$ cat src/rtl/scfifo_s_rd_stream.sv
`default_nettype none
// ============================================================================
// Module      : scfifo_s_rd_stream
// Description : Read-side companion for a single-clock normal-mode scfifo.
//               Issues fifo_rdreq against a credit budget, captures fifo_q
//               after the fixed read latency into a small circular prefetch
//               buffer and presents it as a valid/ready stream at one word
//               per cycle. out_ready never reaches fifo_rdreq combinationally.
// Revision    : 1.0 - initial release
// ============================================================================
module scfifo_s_rd_stream #(
    parameter int WIDTH        = 20,
    parameter int READ_LATENCY = 1,
    parameter int BUF_DEPTH    = 4
) (
    input  logic                             clock,
    input  logic                             sclr,
    input  logic                             fifo_empty,
    input  logic [WIDTH-1:0]                 fifo_q,
    output logic                             fifo_rdreq,
    output logic [WIDTH-1:0]                 out_data,
    output logic                             out_valid,
    input  logic                             out_ready,
    output logic [$clog2(BUF_DEPTH+1)-1:0]   out_count
);

    localparam int CNT_W = $clog2(BUF_DEPTH + 1);
    localparam int PTR_W = (BUF_DEPTH > 1) ? $clog2(BUF_DEPTH) : 1;
    localparam logic [CNT_W-1:0] DEPTH_CNT = CNT_W'(BUF_DEPTH);
    localparam logic [PTR_W-1:0] LAST_PTR  = PTR_W'(BUF_DEPTH - 1);

    // Reject parameter values the credit/tag scheme is not built for.
    generate
        if ((READ_LATENCY < 1) || (READ_LATENCY > 3)) begin : g_bad_latency
            $error("scfifo_s_rd_stream: READ_LATENCY must be in 1..3");
        end
        if ((BUF_DEPTH < 2) || (BUF_DEPTH > 8)) begin : g_bad_depth
            $error("scfifo_s_rd_stream: BUF_DEPTH must be in 2..8");
        end
    endgenerate

    // Credits count words in flight plus words buffered; bounded by BUF_DEPTH.
    logic [CNT_W-1:0]        credits_q, credits_d;
    logic [CNT_W-1:0]        count_q,   count_d;
    logic [PTR_W-1:0]        wr_ptr_q,  wr_ptr_d;
    logic [PTR_W-1:0]        rd_ptr_q,  rd_ptr_d;
    logic [READ_LATENCY-1:0] tags_q,    tags_d;
    logic [WIDTH-1:0]        buf_q [BUF_DEPTH];

    logic issue;
    logic capture;
    logic pop;

    // Circular pointer advance with explicit wrap for non-power-of-2 depths.
    function automatic logic [PTR_W-1:0] ptr_inc(input logic [PTR_W-1:0] p);
        return (p == LAST_PTR) ? '0 : p + 1'b1;
    endfunction

    // Read issue depends only on fifo_empty, sclr and registered credits.
    assign issue      = !fifo_empty && (credits_q < DEPTH_CNT) && !sclr;
    assign fifo_rdreq = issue;

    // A tag leaving the latency pipe marks fifo_q as valid this cycle.
    assign capture    = tags_q[READ_LATENCY-1];

    assign out_valid  = (count_q != '0);
    assign out_data   = buf_q[rd_ptr_q];
    assign out_count  = count_q;
    assign pop        = out_valid && out_ready;

    // Tag pipe: one valid bit per outstanding read, shifted every cycle.
    generate
        if (READ_LATENCY == 1) begin : g_tag_single
            always_comb begin
                tags_d = issue;
            end
        end else begin : g_tag_shift
            always_comb begin
                tags_d = {tags_q[READ_LATENCY-2:0], issue};
            end
        end
    endgenerate

    // Next-state for pointers, occupancy and credits.
    always_comb begin
        wr_ptr_d  = capture ? ptr_inc(wr_ptr_q) : wr_ptr_q;
        rd_ptr_d  = pop     ? ptr_inc(rd_ptr_q) : rd_ptr_q;

        count_d   = count_q;
        case ({capture, pop})
            2'b10:   count_d = count_q + 1'b1;
            2'b01:   count_d = count_q - 1'b1;
            default: count_d = count_q;
        endcase

        credits_d = credits_q;
        case ({issue, pop})
            2'b10:   credits_d = credits_q + 1'b1;
            2'b01:   credits_d = credits_q - 1'b1;
            default: credits_d = credits_q;
        endcase
    end

    // Control state; sclr also drops tags so late fifo_q words are ignored.
    always_ff @(posedge clock) begin
        if (sclr) begin
            credits_q <= '0;
            count_q   <= '0;
            wr_ptr_q  <= '0;
            rd_ptr_q  <= '0;
            tags_q    <= '0;
        end else begin
            credits_q <= credits_d;
            count_q   <= count_d;
            wr_ptr_q  <= wr_ptr_d;
            rd_ptr_q  <= rd_ptr_d;
            tags_q    <= tags_d;
        end
    end

    // Buffer storage is not cleared; only the tag decides what is written.
    always_ff @(posedge clock) begin
        if (capture && !sclr) begin
            buf_q[wr_ptr_q] <= fifo_q;
        end
    end

endmodule
`default_nettype wire

$ cat config.mk
export PLATFORM = sky130hd
export DESIGN_NAME = scfifo_s_rd_stream
export DESIGN_NICKNAME = d
export VERILOG_FILES = /design/src/rtl/scfifo_s_rd_stream.sv
export SDC_FILE = /design/constraint.sdc
export NUM_CORES = 1
export LEC_CHECK = 0
export CORE_MARGIN = 2
export CORE_UTILIZATION = 45
export CTS_BUF_LIST = sky130_fd_sc_hd__clkbuf_2 sky130_fd_sc_hd__clkbuf_4 sky130_fd_sc_hd__clkbuf_8
export DETAILED_ROUTE_END_ITERATION = 6
export GPL_ROUTABILITY_DRIVEN = 0
export PLACE_DENSITY = 0.8
export SYNTH_ARGS = -nofsm -noshare
export SYNTH_HDL_FRONTEND = slang
export SYNTH_SLANG_ARGS = --single-unit
$ cat constraint.sdc
create_clock -name clock -period 2.1 [get_ports clock]
set_clock_uncertainty 0.15 [all_clocks]
set_input_delay 0.42 -clock clock [delete_from_list [all_inputs] [get_ports clock]]
set_output_delay 0.42 -clock clock [all_outputs]
set_load 0.01 [all_outputs]
# After elaboration in Yosys (flattened, before gate mapping)
# Memories as Yosys holds them, arrays and structs flattened. A register that Yosys moved wholly into a read port is not among the register bits.
# Cells that the tools add are included.
# totals
regBits	11
mem_bits_rw	80
output_inout_bits	25
elab_cells	36
memories	1
# classes
n_addsub	6
n_lt_le_gt_ge	1
eq_ne	6
n_mux	8
reduce_logical	9
# mem_list
name	depth	word_bits	read_ports	rd_ports_with_merged_regs	write_ports	line	text
buf_q	4	20	1	1	1	48	logic [WIDTH-1:0] buf_q [BUF_DEPTH];
# op_table
op	n
$pmux 3 s2	2
$eq 2x2->1 const B	4
$mux 2	4
$add 3x1->3 const B	2
$sub 3x1->3 const B	2
$add 2x1->2 const B	2
$eq 2x1->1 const B	2
$logic_and 1x1->1	4
$reduce_bool 2->1	2
$lt 3x3->1 const B	1
$reduce_bool 3->1	1
$logic_not 1->1	2
$mux 1	2

# Longest topological paths before layout
# logic_depth
word_depth	5
mapped_depth	8

# Worst setup path after synthesis
# No wires, ideal clock.
# synth_timing
kind	register -> register
start	reg count_q[0], in the netlist out_count[0]
end	reg credits_q[2]
arrival_time_ps	1768
required_time_ps	1879
setup_slack_ps	112
path_stages_with_launch	9
path_buffers	0
synth_period_minus_slack_ps	1988
path_cell_list	dfxtp_1 -> o31ai_2 -> inv_1 -> ha_1 -> inv_1 -> fa_1 -> xor2_1 -> or3_1 -> a21oi_1
# synth_between
elab_chain_len	4
# synth_lines
element	line	text
from (decl)	44	logic [CNT_W-1:0] count_q, count_d;
from (signal assigned)	114	count_q <= count_d;
$reduce_bool 3->1 (*)	66	assign out_valid = (count_q != '0);
$logic_and 1x1->1 (*)	69	assign pop = out_valid && out_ready;
$eq 2x1->1 / $eq 2x2->1 (equally long branches)	97	case ({issue, pop})
$pmux 3 s2 / $reduce_bool 2->1 (equally long branches)	-	
to (signal assigned)	113	credits_q <= credits_d;
to (decl)	43	logic [CNT_W-1:0] credits_q, credits_d;
# Every way passes the cells marked *; elsewhere a longest branch is shown, timed or not.
# A chain may end at the register's enable or synchronous reset.

==> summary.md <==
| Metric | Value |
|---|---|
| Max Slew Vio Count | 0 |
| Total power | 4.88 mW |
| Worst r2r src | out_count[1]$_SDFFE_PP0P_ |
| Root Driver | clkbuf_8 |
| Internal power | roughly 3.7 mW |
| Clk sink count | 93 |
| Starting Density | 46.0% |
| Async set-reset flop share out of synthesis | 0% |
| Sw Pwr | 1.18 mW |
| CP Launch Type | flop |
| Mux share of post-synthesis cell area | a little over an eighth |
| Data arrival, critical path | 1.62 ns |
| Flop pwr share | 44.9% |
| Worst skew pair latency | between 0.3 and 0.4 ns |
| Synth unique cells | 20 |
| Ys flop type | edfxtp_1 |
| Adder-Cell Fraction of Synth Area | under 10% |
| Largest net degree at the start of global routing | 21 |
| XOR/XNOR Fraction of Synth Area | 0.991% |
| Io pins | 49 |
| Ys Warns | 0 |
| Final Hold Fails | 0 |
| Synth Cell Area | 3540 um2 |
| Drt total wl | 5870 um |
| Largest family of logic cells by synthesized area | multiplexers |
| Pwr dens | between 1000 and 1500 nW/um2 |
| Slew @ Worst Pin | 0.238 ns |
| Layout Utilization | 60.2% |
| Drt drc | 0 |
| TritonCTS clock tree | done |
| Worst rel slew slack | 84.0% |
| First-pass iteration count of the detailed router | 5 |
| Layout cells sized above 1 | 34.4% |
| Register area share after synthesis | 75.3% |
| Antenna-violating nets left | 0 |
| Avg Cell Area, Syn | 20.2 um2 |
| R2R depth | 8 |
| CP endpoint kind | output port |
| Die X-Extent | between 90 and 100 um |
| CTS buffer count | 9 |
| Worst path bufs/invs | 3 |
| Worst path most repeated cell | buf_6 |
| Hold Worst Slack | 0.282 ns |
| Final Critical Period | approximately 2.2 ns |
| CP max stage cell | mux4_2 |
| Crit-path leading delay family | multiplexers |
| First-pass GRT wire length | 9300 um |
| Slowest stage delay, CP | 0.51 ns |
| Initial antenna violation count | 0 |
| Crit Path Category | reg -> out |
| Setup-failing EPs final | 7 |
| Critical path endpoint | out_data[2] |
| Max-Cap Viols | 0 |
| Hold WC Path Type | in -> reg |
| Final nets | ~280 |
| Routed wire per std cell | 16.5 um |
| Synthesis-stage register bit count | 93 |
| P&R area growth vs syn | 30.9% |
| Design Area, Final | 4630 um2 |
| Cell count after synthesis | roughly 180 |
| Post-synth top area share | between 60% and 70% |
| Core area | 7690 um2 |
| Max FO, Critical Path | 7 |
| Status | complete, but fails checks |
| Combinational power share | 27.0% |
| # diodes | 0 |
| Hold-fix buffers at CTS | 0 |
| Final WS setup | -0.0939 ns |
| Chip height | 92.6 um |
| Clock buffer depth | 2 |
| Post-synth EDFFs | 80 |
| DR iter-0 viols | 67 |
| Clk pwr share | ~28% |
| Placed Instances | 337 |
| Complex-gate fraction of the synthesized area | between 1 and 1.5% |
| Unrepaired setup endpoints after global routing | true |
| Final cell count without fillers | about 360 |
| Synth top area cells | edfxtp_1, mux4_2, dfxtp_1, ha_1, inv_1 |
| Crit-path cells | buf_12 -> buf_6 -> mux4_2 -> buf_6 |
| GRT Total Usage | 14.7% |
| Failing checks | negative setup slack |
| Vias | roughly 1800 |
| Vias in the first global route | 1897 |
| R2R Path End | out_count[2]$_SDFFE_PP0P_ |
| Peak VDD IR | around 0.57 mV |
| Fin Setup TNS | -0.289 ns |
| Count leader, synth | edfxtp_1 |
| GRT overflow | 0 |
| R2R setup slack | approximately 0.07 ns |
| Worst Path Required | 1.53 ns |
| Place WS | -0.382 ns |
| Switch share | between 20% and 30% |
| H-tree depth | 3 |
| Syn_nets | 208 |
| DIE AREA | 8580 um2 |
| Placed cell areas | ~4300 um2 |
| Synth area leader | edfxtp_1 |
| Site row count | 32 |
| Clock Pin Slew Worst Setup and Hold Paths | 0.08 ns |
| Routed vias/inst | 4.96 |
| Leak | 1.60 nW |
| Top cells by count, synth | edfxtp_1, mux4_2, dfxtp_1, inv_1, nor2_1 |
| Fmax | ~460 MHz |
| Period utilization | 104% |
| Critical path depth | 4 |
| I/O Buffers | between 40 and 50 |
| Simple-Gate Fraction of Synth Area | 3.01% |
| Post-detail-place hpwl | 3770 um |
==> routing by layer <==
| metal | GRT usage [%] | up-vias | share of wire (%) |
|---|---|---|---|
| met5 | 0 | - | 0 |
| met4 | 6.99 | 0 | 2.0 |
| met3 | 3.58 | 11 | 5.1 |
| met2 | 25.4 | 45 | 52 |
| met1 | 17.5 | 877 | 41 |
| li1 | - | 828 | - |
==> logic make-up after synthesis <==
| family | count (synthesis) |
|---|---|
| simple gates | 21 |
| buf+inv | 17 |
| flops | 93 |
| xor+xnor | 4 |
| mux | 22 |
| compound gates | 9 |
| fa+ha+maj | 9 |
==> state kept, by name, indices dropped and copies added (netlist names), named ones only <==
register,flops
credits_q,3
wr_ptr_q,2
buf_q,80
rd_ptr_q,2
out_count,3
capture,1
==> power groups by stage <==
| stage | combinational [mW] | clock [mW] | sequential, mW |
|---|---|---|---|
| after global routing | 1.44 | 1.46 | 2.20 |
| after global placement | 1.20 | 0 | 2.21 |
| final | 1.32 | 1.37 | 2.19 |
| after CTS | 1.28 | 1.40 | 2.19 |
| after detailed placement | 1.22 | 0 | 2.22 |
| after floorplan | 0.671 | 0 | 2.21 |
==> placed cells by master, fill, tap and decap left out <==
cell type / synthesis / routed
nand2_1: 1 / 1
dfxtp_2: 0 / 2
o31ai_2: 1 / 1
clkbuf_4: 0 / 2
fa_2: 0 / 2
xor2_2: 0 / 1
buf_12: 0 / 6
clkbuf_2: 0 / 1
mux4_2: 20 / 20
o21ai_0: 2 / 2
xor2_1: 4 / 3
nor3b_1: 1 / 1
clkdlybuf4s50_1: 0 / 24
dlygate4sd2_1: 0 / 1
ha_2: 0 / 1
nor2_1: 10 / 10
clkinvlp_4: 0 / 1
clkbuf_8: 0 / 9
buf_2: 2 / 2
or3_4: 0 / 1
and2_1: 4 / 4
ha_4: 0 / 1
dfxtp_1: 13 / 10
buf_4: 0 / 12
or3_1: 4 / 3
mux2i_1: 2 / 2
a21oi_1: 6 / 6
ha_1: 7 / 5
bufinv_16: 0 / 3
inv_1: 12 / 12
or3_2: 1 / 1
dfxtp_4: 0 / 1
edfxtp_1: 80 / 80
buf_6: 2 / 20
dlymetal6s2s_1: 0 / 2
==> how the worst min path moves through the flow <==
stage | start | to | slack (ns) | cells past startpoint
2_1_floorplan | credits_q[2]$_SDFFE_PP0P_ | credits_q[2]$_SDFFE_PP0P_ | 0.30 | 2
3_3_place_gp | credits_q[1]$_SDFFE_PP0P_ | credits_q[1]$_SDFFE_PP0P_ | 0.32 | 2
3_5_place_dp | credits_q[2]$_SDFFE_PP0P_ | credits_q[2]$_SDFFE_PP0P_ | 0.34 | 2
4_1_cts | credits_q[1]$_SDFFE_PP0P_ | credits_q[1]$_SDFFE_PP0P_ | 0.36 | 2
5_1_grt | sclr | capture$_SDFF_PP0_ | 0.31 | 3
6_report | sclr | capture$_SDFF_PP0_ | 0.28 | 3
==> final cells by class <==
| type | instances | area, um2 |
|---|---|---|
| well taps | 102 | 128 |
| flip-flops and latches | 93 | 2670 |
| clock buffers | 11 | 139 |
| fillers | 559 | 3060 |
| clock inverters | 4 | 97.6 |
| multi-input cells | 65 | 825 |
| repair buffers | 68 | 724 |
| inverters | 12 | 45.0 |
==> worst register-to-register path, delay by kind of cell, from the launching register on <==
kind / cells / cell delay (ns)
XOR/XNOR: 1 / 0.15
buffers and inverters: 2 / 0.18
flip-flops: 1 / 0.40
AO/OA/AOI/OAI: 2 / 0.21
AND/OR/NAND/NOR: 1 / 0.30
adder cells (fa/ha/maj): 2 / 0.56
==> what timing repair did <==
item | CTS | global route
resized for setup | 98 | 20
setup buffers | 3 | 0
pin swaps | 0 | 4
setup endpoints to repair | 23 | 23
cloned | 1 | 0
Note: power is estimated with default switching activity, not from simulation.
